<file path="config.mk">
export PLATFORM = sky130hd
export DESIGN_NAME = save_ram_arbiter_flat
export DESIGN_NICKNAME = d
export VERILOG_FILES = /design/src/rtl/save_ram_arbiter_if.sv /design/src/rtl/save_ram_arbiter.sv /design/src/flat_wrapper.sv
export SDC_FILE = /design/constraint.sdc
export NUM_CORES = 1
export LEC_CHECK = 0
export BUFFER_PORTS_ARGS = -buffer_cell sky130_fd_sc_hd__buf_2
export CORE_UTILIZATION = 40
export CTS_CLUSTER_SIZE = 16
export DETAILED_ROUTE_END_ITERATION = 10
export PLACE_DENSITY = 0.72
export SYNTH_ARGS = -nofsm -noshare
export SYNTH_HDL_FRONTEND = slang
export SYNTH_SLANG_ARGS = --single-unit
</file>
<file path="constraint.sdc">
create_clock -name clk_sys -period 1.8 [get_ports clk_sys]
set_clock_uncertainty 0.05 [all_clocks]
set_input_delay 0.09 -clock clk_sys [delete_from_list [all_inputs] [get_ports clk_sys]]
set_output_delay 0.09 -clock clk_sys [all_outputs]
set_load 0.02 [all_outputs]
</file>
<file path="src/rtl/save_ram_arbiter_if.sv">
`default_nettype none
// ============================================================================
// Module  : save_ram_arbiter_if
// Purpose : Cartridge mapper port and save_handler bk_* port of the save RAM arbiter.
// Revision: 1.0 - initial release
// ============================================================================
interface save_ram_arbiter_if #(
   parameter int ADDR_W = 17,
   parameter int DATA_W = 16
);
   logic              bk_wr;
   logic [ADDR_W-1:0] bk_addr;
   logic [DATA_W-1:0] bk_data;
   logic [DATA_W-1:0] bk_q;

   logic              cart_req;
   logic              cart_we;
   logic [1:0]        cart_be;
   logic [ADDR_W-1:0] cart_addr;
   logic [DATA_W-1:0] cart_wdata;
   logic              cart_ack;
   logic [DATA_W-1:0] cart_rdata;

   modport master (
      output bk_wr, bk_addr, bk_data,
      output cart_req, cart_we, cart_be, cart_addr, cart_wdata,
      input  bk_q, cart_ack, cart_rdata
   );

   modport slave (
      input  bk_wr, bk_addr, bk_data,
      input  cart_req, cart_we, cart_be, cart_addr, cart_wdata,
      output bk_q, cart_ack, cart_rdata
   );
endinterface
`default_nettype wire

</file>
<file path="src/rtl/save_ram_arbiter.sv">
`default_nettype none
// ============================================================================
// Module  : save_ram_arbiter
// Purpose : Shares the single-port backup SRAM between the mapper and save_handler.
// Revision: 1.0 - initial release
// ============================================================================
module save_ram_arbiter #(
   parameter int ADDR_W     = 17,
   parameter int DATA_W     = 16,
   parameter int RD_LATENCY = 2
) (
   input  logic              clk_sys,
   input  logic              reset_n,
   input  logic              cart_download,
   save_ram_arbiter_if.slave bus,
   output logic [ADDR_W-1:0] ram_addr,
   output logic              ram_we,
   output logic [1:0]        ram_be,
   output logic [DATA_W-1:0] ram_wdata,
   input  logic [DATA_W-1:0] ram_q,
   output logic              dirty,
   input  logic              dirty_clr,
   output logic              bk_overflow
);

   typedef enum logic [1:0] {
      ST_IDLE    = 2'd0,
      ST_CART    = 2'd1,
      ST_BK_SLOT = 2'd2
   } state_t;

   localparam logic [2:0] c_cnt_last = 3'(RD_LATENCY);
   localparam logic [1:0] c_tag_none = 2'b00;
   localparam logic [1:0] c_tag_bk   = 2'b01;
   localparam logic [1:0] c_tag_cart = 2'b10;

   state_t            r_state, w_state_nxt;
   logic [2:0]        r_cnt, w_cnt_nxt;

   logic              r_bk_wr_d;
   logic              w_bk_rise;
   logic              r_pend;
   logic [ADDR_W-1:0] r_pend_addr;
   logic [DATA_W-1:0] r_pend_data;

   logic              w_commit;
   logic              w_dirty_set;
   logic              w_ack;
   logic [ADDR_W-1:0] w_ram_addr_nxt;
   logic              w_ram_we_nxt;
   logic [1:0]        w_ram_be_nxt;
   logic [DATA_W-1:0] w_ram_wdata_nxt;
   logic [1:0]        w_tag_nxt;

   // r_ram_tag travels with ram_addr; the shift register delays it to line up with ram_q.
   logic [1:0]        r_ram_tag;
   logic [1:0]        r_tag_sr [RD_LATENCY];
   logic [1:0]        w_tag_ret;

   assign w_bk_rise = bus.bk_wr & ~r_bk_wr_d;
   assign w_tag_ret = r_tag_sr[RD_LATENCY-1];

   always_comb begin
      w_state_nxt     = r_state;
      w_cnt_nxt       = r_cnt;
      w_commit        = 1'b0;
      w_dirty_set     = 1'b0;
      w_ack           = 1'b0;
      w_ram_addr_nxt  = ram_addr;
      w_ram_we_nxt    = 1'b0;
      w_ram_be_nxt    = 2'b00;
      w_ram_wdata_nxt = ram_wdata;
      w_tag_nxt       = c_tag_none;

      if (r_pend && (r_state == ST_IDLE || r_state == ST_BK_SLOT)) begin
         w_commit        = 1'b1;
         w_ram_addr_nxt  = r_pend_addr;
         w_ram_we_nxt    = 1'b1;
         w_ram_be_nxt    = 2'b11;
         w_ram_wdata_nxt = r_pend_data;
      end else if (r_state == ST_IDLE && bus.cart_req && !cart_download) begin
         w_ram_addr_nxt  = bus.cart_addr;
         w_ram_we_nxt    = bus.cart_we;
         w_ram_be_nxt    = bus.cart_we ? bus.cart_be : 2'b00;
         w_ram_wdata_nxt = bus.cart_wdata;
         w_tag_nxt       = bus.cart_we ? c_tag_none : c_tag_cart;
         w_dirty_set     = bus.cart_we;
         w_state_nxt     = ST_CART;
         w_cnt_nxt       = 3'd0;
      end else if (r_state != ST_CART) begin
         w_ram_addr_nxt  = bus.bk_addr;
         w_tag_nxt       = c_tag_bk;
      end

      case (r_state)
         ST_IDLE: ;
         ST_CART: begin
            if (r_cnt == c_cnt_last) begin
               w_ack       = 1'b1;
               w_state_nxt = ST_BK_SLOT;
               w_cnt_nxt   = 3'd0;
            end else begin
               w_cnt_nxt   = r_cnt + 3'd1;
            end
         end
         ST_BK_SLOT: begin
            if (r_cnt == c_cnt_last) begin
               w_state_nxt = ST_IDLE;
               w_cnt_nxt   = 3'd0;
            end else begin
               w_cnt_nxt   = r_cnt + 3'd1;
            end
         end
         default: begin
            w_state_nxt = ST_IDLE;
            w_cnt_nxt   = 3'd0;
         end
      endcase
   end

   always_ff @(posedge clk_sys or negedge reset_n) begin
      if (!reset_n) begin
         r_state <= ST_IDLE;
         r_cnt   <= 3'd0;
      end else begin
         r_state <= w_state_nxt;
         r_cnt   <= w_cnt_nxt;
      end
   end

   // A rise that lands on the commit cycle loses nothing, so it is not an overflow.
   always_ff @(posedge clk_sys or negedge reset_n) begin
      if (!reset_n) begin
         r_bk_wr_d   <= 1'b0;
         r_pend      <= 1'b0;
         r_pend_addr <= '0;
         r_pend_data <= '0;
         bk_overflow <= 1'b0;
      end else begin
         r_bk_wr_d <= bus.bk_wr;
         if (w_bk_rise) begin
            r_pend      <= 1'b1;
            r_pend_addr <= bus.bk_addr;
            r_pend_data <= bus.bk_data;
            if (r_pend && !w_commit) begin
               bk_overflow <= 1'b1;
            end
         end else if (w_commit) begin
            r_pend <= 1'b0;
         end
      end
   end

   always_ff @(posedge clk_sys or negedge reset_n) begin
      if (!reset_n) begin
         ram_addr  <= '0;
         ram_we    <= 1'b0;
         ram_be    <= 2'b00;
         ram_wdata <= '0;
         r_ram_tag <= c_tag_none;
         for (int i = 0; i < RD_LATENCY; i++) begin
            r_tag_sr[i] <= c_tag_none;
         end
      end else begin
         ram_addr    <= w_ram_addr_nxt;
         ram_we      <= w_ram_we_nxt;
         ram_be      <= w_ram_be_nxt;
         ram_wdata   <= w_ram_wdata_nxt;
         r_ram_tag   <= w_tag_nxt;
         r_tag_sr[0] <= r_ram_tag;
         for (int i = 1; i < RD_LATENCY; i++) begin
            r_tag_sr[i] <= r_tag_sr[i-1];
         end
      end
   end

   always_ff @(posedge clk_sys or negedge reset_n) begin
      if (!reset_n) begin
         bus.bk_q       <= '0;
         bus.cart_ack   <= 1'b0;
         bus.cart_rdata <= '0;
      end else begin
         bus.cart_ack <= w_ack;
         if (w_tag_ret == c_tag_bk) begin
            bus.bk_q <= ram_q;
         end
         if (w_tag_ret == c_tag_cart) begin
            bus.cart_rdata <= ram_q;
         end
      end
   end

   // Set beats clear; a ROM download overrides both.
   always_ff @(posedge clk_sys or negedge reset_n) begin
      if (!reset_n) begin
         dirty <= 1'b0;
      end else if (cart_download) begin
         dirty <= 1'b0;
      end else if (w_dirty_set) begin
         dirty <= 1'b1;
      end else if (dirty_clr) begin
         dirty <= 1'b0;
      end
   end

endmodule
`default_nettype wire

</file>
<file path="src/flat_wrapper.sv">
// flat-port wrapper written by rule: the top's interface ports become plain ports
module save_ram_arbiter_flat 
#(
   parameter int ADDR_W     = 17,
   parameter int DATA_W     = 16,
   parameter int RD_LATENCY = 2
)
  (clk_sys, reset_n, cart_download, ram_addr, ram_we, ram_be, ram_wdata, ram_q, dirty, dirty_clr, bk_overflow, bus_bk_wr, bus_bk_addr, bus_bk_data, bus_cart_req, bus_cart_we, bus_cart_be, bus_cart_addr, bus_cart_wdata, bus_bk_q, bus_cart_ack, bus_cart_rdata);
  save_ram_arbiter_if #(.ADDR_W(ADDR_W), .DATA_W(DATA_W)) bus_i ();
  input  logic clk_sys;
  input  logic reset_n;
  input  logic cart_download;
  output logic [ADDR_W-1:0] ram_addr;
  output logic ram_we;
  output logic [1:0] ram_be;
  output logic [DATA_W-1:0] ram_wdata;
  input  logic [DATA_W-1:0] ram_q;
  output logic dirty;
  input  logic dirty_clr;
  output logic bk_overflow;
  input wire logic [$bits(bus_i.bk_wr)-1:0] bus_bk_wr;
  input wire logic [$bits(bus_i.bk_addr)-1:0] bus_bk_addr;
  input wire logic [$bits(bus_i.bk_data)-1:0] bus_bk_data;
  input wire logic [$bits(bus_i.cart_req)-1:0] bus_cart_req;
  input wire logic [$bits(bus_i.cart_we)-1:0] bus_cart_we;
  input wire logic [$bits(bus_i.cart_be)-1:0] bus_cart_be;
  input wire logic [$bits(bus_i.cart_addr)-1:0] bus_cart_addr;
  input wire logic [$bits(bus_i.cart_wdata)-1:0] bus_cart_wdata;
  output wire logic [$bits(bus_i.bk_q)-1:0] bus_bk_q;
  output wire logic [$bits(bus_i.cart_ack)-1:0] bus_cart_ack;
  output wire logic [$bits(bus_i.cart_rdata)-1:0] bus_cart_rdata;
  assign bus_i.bk_wr = bus_bk_wr;
  assign bus_i.bk_addr = bus_bk_addr;
  assign bus_i.bk_data = bus_bk_data;
  assign bus_i.cart_req = bus_cart_req;
  assign bus_i.cart_we = bus_cart_we;
  assign bus_i.cart_be = bus_cart_be;
  assign bus_i.cart_addr = bus_cart_addr;
  assign bus_i.cart_wdata = bus_cart_wdata;
  assign bus_bk_q = bus_i.bk_q;
  assign bus_cart_ack = bus_i.cart_ack;
  assign bus_cart_rdata = bus_i.cart_rdata;
  save_ram_arbiter #(.ADDR_W(ADDR_W), .DATA_W(DATA_W), .RD_LATENCY(RD_LATENCY)) u_core (.clk_sys(clk_sys), .reset_n(reset_n), .cart_download(cart_download), .bus(bus_i), .ram_addr(ram_addr), .ram_we(ram_we), .ram_be(ram_be), .ram_wdata(ram_wdata), .ram_q(ram_q), .dirty(dirty), .dirty_clr(dirty_clr), .bk_overflow(bk_overflow));
endmodule
</file>
==> impl_metrics.toml <==
[sta]
worstMarginPinSlew_ps = 513
hold_viol = 0
tns_ps = 0
setup_viol = 0
layout_setup_ws_ps = 99.1
drv_slew = 0
rsz0062_at_grt = "no"
fmax_mhz = 588
min_period_over_period = 0.945
period_minus_slack_ps = 1700
slew_headroom = 0.658
hold_ws_ps = 45.1

[routing]
drt_iter0_markers = 163
avgViaCountPerCell = 4.99
vias = 3998
drcViolationCount = 0
wl_per_cell_um = 16.6
ant_nets = 0
wirelength_mm = 13.3
firstDrtPassIters = 4

[placement]
dp_cells = 680
dpl-instance-area_um2 = 6070
gp_congestion = 0.787
dp_hpwl_mm = 8.18
numPortBuffers = 161
pre_cts_slack_ps = 84.3

[synth]
syn_inst = 358
yosysMostFrequentCell = "dfrtp_1"
synthTopCellsByArea = "dfrtp_1 (59%), mux2_2 (15%), a221oi_2 (5.1%)"
synth_edf_count = 0
yosys-mux-area-fraction = 0.147
mappedNetlistArea_um2 = 4990
yosys_warnings = 0
ys_seq_elements = 117
yosys_most_used_dff = "dfrtp_1"
syn_area_per_cell_um2 = 13.9
ys_top_cells_by_count = "dfrtp_1 (117), mux2_2 (65), nor2b_1 (20)"
synth_fa_ha_area_frac = 0.0125
yosys.area.top_type = "dfrtp_1"
yosys.area_share.xor_xnor = 0
synth_top_family_by_area = "multiplexers"
ys_types = 35
synth_compound_area_frac = 0.144
syn-num-nets = 454
synth_top_area_share = 0.587
yosysSeqAreaShare = 0.587
synth-simple-area-share = 0.0674
async_reset_ff_frac = 1.00

[pwr]
p_leak_nw = 3.59
power_density_nw_per_um2 = 1690
peakVddDrop_v = 0.000691

[grt]
grt_pass1_wl_mm = 21.2
grt_pass1_vias = 4318
antenna_found_initial = 0
grt_max_degree = 45
grt-ovfl-total = 0
track_usage = 0.218

[worst_setup_path]
crit_type = "reg -> reg"
worstPathRequired_ps = 2040
end_kind = "register"
path_max_fanout = 18
critical_path_arrival_ps = 1940
critPathLaunchType = "register"

[hold_path]
hp-class = "in -> reg"

[floorplanning]
die_h_um = 114
die_w_um = 114
fp-row-count = 40
ioPinCount = 162
core_area_um2 = 12100
start_util = 0.412
dieArea_um2 = 12900

[cells_and_area]
nets = 717
post-route-cell-area_um2 = 7540
insertedDiodeCount = 0
layout-drive-gt1-share = 0.478
syn_to_final_growth_pct = 51.2
final_cell_count_no_fill = 802

[clock_tree]
root_buffer = "clkbuf_16"
htree_levels = 4
path_clk_slew_ps = 50
cts_sinks = 117
clk_latency_ps = 410
cts_made_buffers = 17
cts_tree = "yes"
ctsLongestPathBuffers = 2

[job]
drv_cap = 0

[outcome]
status = "finished, final reports clean"
## cells by family after synthesis
logic type      after synthesis
mux                          65
buf+inv                      30
compound gates               82
fa+ha+maj                     5
simple gates                 59
flops                       117
## flip-flops by register name, indices dropped and copies added (netlist names), 3 cells and up
name / flops
u_core.bus.bk_q: 16
u_core.ram_addr: 17
u_core.r_pend_data: 16
u_core.ram_wdata: 16
u_core.bus.cart_rdata: 16
u_core.r_pend_addr: 17
u_core.r_cnt: 3
## layout by cell type, fill, tap and decap left out, types with 5 or more instances in the layout
| cell type | count |
|---|---|
| buf_2 | 160 |
| mux2_2 | 65 |
| a22o_1 | 13 |
| nor2b_1 | 19 |
| nand2_1 | 5 |
| a221oi_2 | 17 |
| buf_4 | 13 |
| dfrtp_1 | 117 |
| nand3_1 | 18 |
| nor2_1 | 6 |
| dlygate4sd3_1 | 89 |
| clkbuf_16 | 17 |
| clkbuf_8 | 5 |
| buf_12 | 8 |
| a21o_1 | 17 |
| a21oi_1 | 17 |
## metal layers
| layer | GRT usage | vias up | wire length, um |
|---|---|---|---|
| li1 | - | 1840 | - |
| met1 | 0.254 | 1980 | 5520 |
| met2 | 0.374 | 147 | 6700 |
| met3 | 0.0537 | 31 | 710 |
| met4 | 0.111 | 0 | 350 |
| met5 | 0 | - | 0 |
## report_power, final
group	internal (W)	switching, W	total (W)
logic	0.00242	0.00294	0.00537
clock network	0.00207	0.00113	0.00320
registers	0.00364	0.000545	0.00419
total	0.00813	0.00462	0.0127
## stage by stage
step / total power, W / utilization
finish: 0.0127 / 0.623
global route: 0.0134 / 0.623
CTS: 0.0128 / 0.622
detailed placement: 0.00936 / 0.501
global placement: 0.00919 / 0.501
floorplan: 0.00765 / -
## path summary, 6_finish.rpt
path	from	endpoint	slack, ps	depth (start not counted)
min in group asynchronous	reset_n	u_core.bus.cart_rdata[0]	150	2
min	bus_cart_req	u_core.r_ram_tag[1]	50	3
max in group asynchronous	reset_n	u_core.r_pend_addr[6]	920	3
min reg2reg	u_core.r_ram_tag[0]	u_core.r_tag_sr[2]	300	0
max reg2reg	u_core.r_state[1]	u_core.ram_wdata[4]	100	7
max	u_core.r_state[1]	u_core.ram_wdata[4]	100	7
## critical path: stages, from the launching register on
cell	delay, ps
dfrtp_1	400
inv_1	130
ha_2	230
buf_4	150
nand3b_1	100
and2_1	180
buf_12	160
a21o_1	180
## area by class of cell
type | count | area, um^2
fill | 964 | 4570
multi-input combinational | 211 | 1870
inverter | 4 | 15.0
clock buffer | 24 | 502
timing repair buffer | 270 | 1950
tap | 168 | 210
sequential | 117 | 2930
clock inverter | 8 | 72.6
## timing repair
| action | CTS | global route |
|---|---|---|
| buffers inserted | 0 | 1 |
| gates resized for setup | 0 | 2 |
| hold endpoints to repair | 140 | 0 |
| hold buffers | 89 | 0 |
| setup endpoints to repair | 0 | 15 |
Note: power is estimated with default switching activity, not from simulation.
